[src/rtl/chime_alarm_ctrl.sv]
`default_nettype none
// ============================================================================
//  Module      : chime_alarm_ctrl
//  Description : Speaker sequencer for the digital clock. Arbitrates between
//                the hourly chime (xx:59:51/53/55/57 low tone, xx:59:59 high
//                tone) and a daily alarm, and holds the adjustable alarm time.
//  Revision    : 1.0 - initial release
// ============================================================================
module chime_alarm_ctrl #(
    parameter int CYC_PER_SEC = 1024,
    parameter int HI_HALF     = 1,
    parameter int LO_HALF     = 2
) (
    input  logic       clk,
    input  logic       rst_n,
    input  logic       tick_1hz,
    input  logic [5:0] hour,
    input  logic [6:0] minute,
    input  logic [6:0] second,
    input  logic       alm_en,
    input  logic       alm_set_en,
    input  logic       alm_hour_inc,
    input  logic       alm_min_inc,
    input  logic       alm_stop,
    output logic       speaker,
    output logic [5:0] alm_hour,
    output logic [6:0] alm_min,
    output logic       ringing,
    output logic       chiming
);

    // Sound window is half a second; counter only needs to reach CYC_PER_SEC/2-1
    localparam int c_WIN_W    = $clog2(CYC_PER_SEC);
    localparam int c_HALF_MAX = (HI_HALF > LO_HALF) ? HI_HALF : LO_HALF;
    localparam int c_HALF_W   = (c_HALF_MAX > 1) ? $clog2(c_HALF_MAX) : 1;

    localparam logic [c_WIN_W-1:0]  c_WIN_LAST = c_WIN_W'(CYC_PER_SEC / 2 - 1);
    localparam logic [c_HALF_W-1:0] c_HI_LAST  = c_HALF_W'(HI_HALF - 1);
    localparam logic [c_HALF_W-1:0] c_LO_LAST  = c_HALF_W'(LO_HALF - 1);
    localparam logic [5:0]          c_RING_LAST = 6'd59;

    typedef enum logic [1:0] {
        ST_IDLE     = 2'd0,
        ST_CHIME_LO = 2'd1,
        ST_CHIME_HI = 2'd2,
        ST_ALARM    = 2'd3
    } state_t;

    state_t              r_state;
    logic                r_speaker;
    logic                r_sounding;
    logic [c_WIN_W-1:0]  r_win_cnt;
    logic [c_HALF_W-1:0] r_half_cnt;
    logic [5:0]          r_ring_cnt;
    logic [5:0]          r_alm_hour;
    logic [6:0]          r_alm_min;

    logic                w_time_ok;
    logic                w_alarm_hit;
    logic                w_chime_lo;
    logic                w_chime_hi;
    logic [c_HALF_W-1:0] w_half_last;
    logic                w_half_wrap;
    logic                w_win_end;
    logic [5:0]          w_alm_hour_next;
    logic [6:0]          w_alm_min_next;

    // Malformed BCD time must never fire the alarm or a chime
    assign w_time_ok = (((hour[5:4] < 2'd2) && (hour[3:0] <= 4'd9)) ||
                        ((hour[5:4] == 2'd2) && (hour[3:0] <= 4'd3))) &&
                       (minute[6:4] <= 3'd5) && (minute[3:0] <= 4'd9) &&
                       (second[6:4] <= 3'd5) && (second[3:0] <= 4'd9);

    assign w_alarm_hit = tick_1hz && alm_en && !alm_set_en && w_time_ok &&
                         (hour == r_alm_hour) && (minute == r_alm_min) &&
                         (second == 7'h00);

    assign w_chime_lo = tick_1hz && w_time_ok && (minute == 7'h59) &&
                        ((second == 7'h51) || (second == 7'h53) ||
                         (second == 7'h55) || (second == 7'h57));

    assign w_chime_hi = tick_1hz && w_time_ok && (minute == 7'h59) &&
                        (second == 7'h59);

    // Only the high chime uses the short half-period; the alarm shares the low tone
    assign w_half_last = (r_state == ST_CHIME_HI) ? c_HI_LAST : c_LO_LAST;
    assign w_half_wrap = (r_half_cnt == w_half_last);
    assign w_win_end   = (r_win_cnt == c_WIN_LAST);

    // BCD increment of the alarm time with hour 23->00 and minute 59->00 wrap
    always_comb begin
        w_alm_hour_next = r_alm_hour;
        w_alm_min_next  = r_alm_min;
        if (r_alm_hour == 6'h23) begin
            w_alm_hour_next = 6'h00;
        end else if (r_alm_hour[3:0] == 4'd9) begin
            w_alm_hour_next = {r_alm_hour[5:4] + 2'd1, 4'd0};
        end else begin
            w_alm_hour_next = {r_alm_hour[5:4], r_alm_hour[3:0] + 4'd1};
        end
        if (r_alm_min == 7'h59) begin
            w_alm_min_next = 7'h00;
        end else if (r_alm_min[3:0] == 4'd9) begin
            w_alm_min_next = {r_alm_min[6:4] + 3'd1, 4'd0};
        end else begin
            w_alm_min_next = {r_alm_min[6:4], r_alm_min[3:0] + 4'd1};
        end
    end

    // Alarm time registers, adjustable only in set mode
    always_ff @(posedge clk or negedge rst_n) begin
        if (!rst_n) begin
            r_alm_hour <= 6'h00;
            r_alm_min  <= 7'h00;
        end else if (alm_set_en) begin
            if (alm_hour_inc) begin
                r_alm_hour <= w_alm_hour_next;
            end
            if (alm_min_inc) begin
                r_alm_min <= w_alm_min_next;
            end
        end
    end

    // Sequencer: state, ring counter and tone generator advance together so that
    // every sound-on interval starts from a known phase with the speaker low
    always_ff @(posedge clk or negedge rst_n) begin
        if (!rst_n) begin
            r_state    <= ST_IDLE;
            r_speaker  <= 1'b0;
            r_sounding <= 1'b0;
            r_win_cnt  <= '0;
            r_half_cnt <= '0;
            r_ring_cnt <= 6'd0;
        end else begin
            case (r_state)
                ST_IDLE, ST_CHIME_LO, ST_CHIME_HI: begin
                    if (tick_1hz) begin
                        // A tick re-arbitrates from scratch; alarm beats chime
                        r_win_cnt  <= '0;
                        r_half_cnt <= '0;
                        r_speaker  <= 1'b0;
                        if (w_alarm_hit && !alm_stop) begin
                            r_state    <= ST_ALARM;
                            r_ring_cnt <= 6'd0;
                            r_sounding <= 1'b1;
                        end else if (w_alarm_hit) begin
                            r_state    <= ST_IDLE;
                            r_sounding <= 1'b0;
                        end else if (w_chime_lo) begin
                            r_state    <= ST_CHIME_LO;
                            r_sounding <= 1'b1;
                        end else if (w_chime_hi) begin
                            r_state    <= ST_CHIME_HI;
                            r_sounding <= 1'b1;
                        end else begin
                            r_state    <= ST_IDLE;
                            r_sounding <= 1'b0;
                        end
                    end else if (r_state != ST_IDLE) begin
                        if (w_win_end) begin
                            r_state    <= ST_IDLE;
                            r_sounding <= 1'b0;
                            r_speaker  <= 1'b0;
                        end else begin
                            r_win_cnt  <= r_win_cnt + 1'b1;
                            r_half_cnt <= w_half_wrap ? '0 : r_half_cnt + 1'b1;
                            if (w_half_wrap) begin
                                r_speaker <= ~r_speaker;
                            end
                        end
                    end
                end
                ST_ALARM: begin
                    if (alm_stop || !alm_en) begin
                        r_state    <= ST_IDLE;
                        r_sounding <= 1'b0;
                        r_speaker  <= 1'b0;
                    end else if (tick_1hz) begin
                        r_win_cnt  <= '0;
                        r_half_cnt <= '0;
                        r_speaker  <= 1'b0;
                        if (r_ring_cnt == c_RING_LAST) begin
                            r_state    <= ST_IDLE;
                            r_sounding <= 1'b0;
                        end else begin
                            r_ring_cnt <= r_ring_cnt + 6'd1;
                            r_sounding <= 1'b1;
                        end
                    end else if (r_sounding) begin
                        // Second is gated: sound for the first half, silent after
                        if (w_win_end) begin
                            r_sounding <= 1'b0;
                            r_speaker  <= 1'b0;
                        end else begin
                            r_win_cnt  <= r_win_cnt + 1'b1;
                            r_half_cnt <= w_half_wrap ? '0 : r_half_cnt + 1'b1;
                            if (w_half_wrap) begin
                                r_speaker <= ~r_speaker;
                            end
                        end
                    end
                end
                default: begin
                    r_state    <= ST_IDLE;
                    r_sounding <= 1'b0;
                    r_speaker  <= 1'b0;
                end
            endcase
        end
    end

    assign speaker  = r_speaker;
    assign alm_hour = r_alm_hour;
    assign alm_min  = r_alm_min;
    assign ringing  = (r_state == ST_ALARM);
    assign chiming  = (r_state == ST_CHIME_LO) || (r_state == ST_CHIME_HI);

endmodule
`default_nettype wire

[config.mk]
export PLATFORM = sky130hd
export DESIGN_NAME = chime_alarm_ctrl
export DESIGN_NICKNAME = d
export VERILOG_FILES = /design/src/rtl/chime_alarm_ctrl.sv
export SDC_FILE = /design/constraint.sdc
export NUM_CORES = 1
export LEC_CHECK = 0
export CORE_MARGIN = 2
export CORE_UTILIZATION = 45
export DETAILED_ROUTE_END_ITERATION = 10
export DONT_BUFFER_PORTS = 1
export SYNTH_ARGS = -nofsm -noshare
export SYNTH_HDL_FRONTEND = slang
export SYNTH_SLANG_ARGS = --single-unit
[constraint.sdc]
create_clock -name clk -period 2.02 [get_ports clk]
set_input_delay 0.404 -clock clk [delete_from_list [all_inputs] [get_ports clk]]
set_output_delay 0.404 -clock clk [all_outputs]
set_load 0.005 [all_outputs]
==> reports/results.txt <==
outcome - complete, no violations
reg2reg start - alm_hour[4]
CP Class - reg2reg
hold_sp - tick_1hz
Synth cell types - 51
vias per cell - 5.63
Synth-to-Final Area Change - 17.5%
largest net degree at the start of global routing - 35
Peak Freq - 0.521 GHz
RSZ-0062 raised after global routing - yes
# setup viols final - 0
EDFF count, synth - 0
Max VDD drop - 0.000499 V
crit path cell chain - xnor2_1 > nand4_1 > or4_4 > o32a_4 > a21o_1
clk sinks - 34
critical path peak fanout - 4
Final nets - 324
Worst-Margin Slew - 0.377 ns
vias in the first global route - 1901
PD cells - 830 nW/um2
# IOs - 44
Commonest cells post-synth - 34 x dfrtp_1, 23 x nand2_1, 18 x nor2_1, 16 x o21ai_0, 16 x xnor2_1
Post-CTS Setup Inserts - 0
RePlAce Congestion - 0.887
Syn Area/Cell - 9.08 um2
register bit total from synthesis - 34
WHS Path Cells - 1
total die area - 5650 um2
final instance area - 2680 um2
CTS Buffer Depth - 2
Post-Place Setup Slack - 0.0339 ns
Die Height - 75.2 um
Max stage delay on crit path - 0.55 ns
Max Cap Viol - 0
CP top delay family - simple AND/OR/NAND/NOR gates
final wirelength - 5240 um
detailed-route wire length per cell - 14.8 um
worst path required time - 2.20 ns
crit path launch type - register
fin. max-slew vios - 0
setup ws final - 0.101 ns
gr usage total - 0.200
Worst Path Arrival - 2.09 ns
crit path time final - 1.92 ns
Max-slew headroom - 0.747
setup_tns - 0 ns
Crit. End Element - register
hold crit path type - in2reg
Die W - 75.2 um
Post-Syn Nets - 290
antenna cells - 0
hpwl dp - 4070 um
CTS Buf Count - 5
Buf+Inv Stages, Crit Path - 0
root buffer cell - clkbuf_8
global-route wire length before repair - 8520 um
Crit. Startpoint - alm_hour[4]
Core Area - 4820 um2
CTS tree - done
Max Clock Skew - 0.00627 ns
Worst-Skew Late Latency - 0.29 ns
top post-synthesis cells by area - dfrtp_1 37%, xnor2_1 6.2%, ha_1 6.0%
initial antenna violation count - 0
share of cells above drive strength 1 - 0.189
largest area contributor in the netlist - dfrtp_1
number of DRC markers in iteration 0 - 63
cell with the most instances after synthesis - dfrtp_1
Syn. warnings - 0
gr ovfl total - 0
post-synthesis sequential area ratio - 0.373
Synth Instances - 251
highest-delay cell along the critical path - or4_4
DP Area - 2550 um2
TritonRoute pass-1 iters - 4
async set-reset flop share out of synthesis - 1.00
Lkg Pwr - 1.15 nW
effective utilization at floorplan - 0.473
fin crit share - 0.950
Yosys top cell area share - 0.373
drc violations - 0
synthesized area - 2280 um2
Synth Flop Type - dfrtp_1
Final ANT Viol Nets - 0
PortBufs - 0
row count - 25
vias - 1988
cells on worst reg2reg path - 5
count of final hold-check violations - 0
clock-pin slew on the worst setup and hold paths - 0.07 ns
CTS H-tree lvls - 2
Critical Path Stages - 5
## per-stage QoR
step | cells | util | total power [mW] | hold slack, ns
after floorplan | 251 | - | 1.43 | 0.108
after global placement | 343 | 0.529 | 1.68 | 0.110
after detailed placement | 343 | 0.529 | 1.69 | 0.110
after CTS | 353 | 0.555 | 2.25 | 0.161
after global routing | 353 | 0.556 | 2.39 | 0.153
final | 353 | 0.556 | 2.22 | 0.169
## power breakdown
| group | internal [mW] | switching [mW] |
|---|---|---|
| Clock | 0.275 | 0.251 |
| Sequential | 0.797 | 0.103 |
| Combinational | 0.399 | 0.397 |
| Total | 1.47 | 0.750 |
## area by class of cell
| type | count | area (um2) |
|---|---|---|
| Clock buffer | 7 | 86.3 |
| Clock inverter | 1 | 5.00 |
| Fill cell | 480 | 2140 |
| Inverter | 13 | 48.8 |
| Multi-Input combinational cell | 199 | 1350 |
| Sequential cell | 34 | 851 |
| Tap cell | 67 | 83.8 |
| Timing Repair Buffer | 32 | 255 |
## cell families (layout without fill, tap and decap cells)
logic type | Yosys count | count (layout) | share of synthesized area
AOI/OAI and AO/OA | 60 | 60 | 0.175
buffers and inverters | 18 | 53 | 0.0379
xor gates and xnor gates | 18 | 18 | 0.0725
and+or+nand+nor | 105 | 105 | 0.259
DFF | 34 | 34 | 0.373
adders and majority gates | 11 | 11 | 0.0604
muxes | 5 | 5 | 0.0225
## placed cells by master, fill, tap and decap left out, drive strengths merged, types with 8 or more instances in the layout
cell / instances
o21ai: 19
nand3: 14
nand2: 23
ha: 11
nor2: 18
dfrtp: 34
inv: 13
a21oi: 12
o31ai: 8
nor3: 10
buf: 31
xnor2: 17
nand4: 9
## repair_timing
item                                    CTS  global route
hold buffers                              2             0
endpoints found under the hold margin    34             0
endpoints found under the setup margin    1             3
resized for setup                         1             1
## worst reg2reg max path: cells and delay by family, from the launching register on
kind / cells / cell delay (ns)
compound gates: 2 / 0.52
flops: 1 / 0.44
xor+xnor: 1 / 0.18
simple gates: 2 / 0.66
## state kept, by name, indices dropped and copies added (netlist names)
register	cells
speaker	1
r_state	2
alm_min	7
r_sounding	1
r_win_cnt	10
r_half_cnt	1
r_ring_cnt	6
alm_hour	6
## per-layer routing
metal / track usage / part of all wire / up-vias
li1: - / - / 997
met1: 0.259 / 0.46 / 912
met2: 0.314 / 0.45 / 68
met3: 0.0696 / 0.075 / 11
met4: 0.0663 / 0.017 / 0
met5: 0 / 0 / -
## path summary, 6_finish.rpt
kind,to,slack (ns)
min in group asynchronous,r_win_cnt[0],0.56
max in group asynchronous,r_sounding,1.28
setup / recovery,r_ring_cnt[0],0.10
hold reg to reg,r_half_cnt,0.52
setup reg to reg,r_ring_cnt[0],0.10
hold / removal,speaker,0.17
No activity file was read; power rests on OpenSTA's default activity.
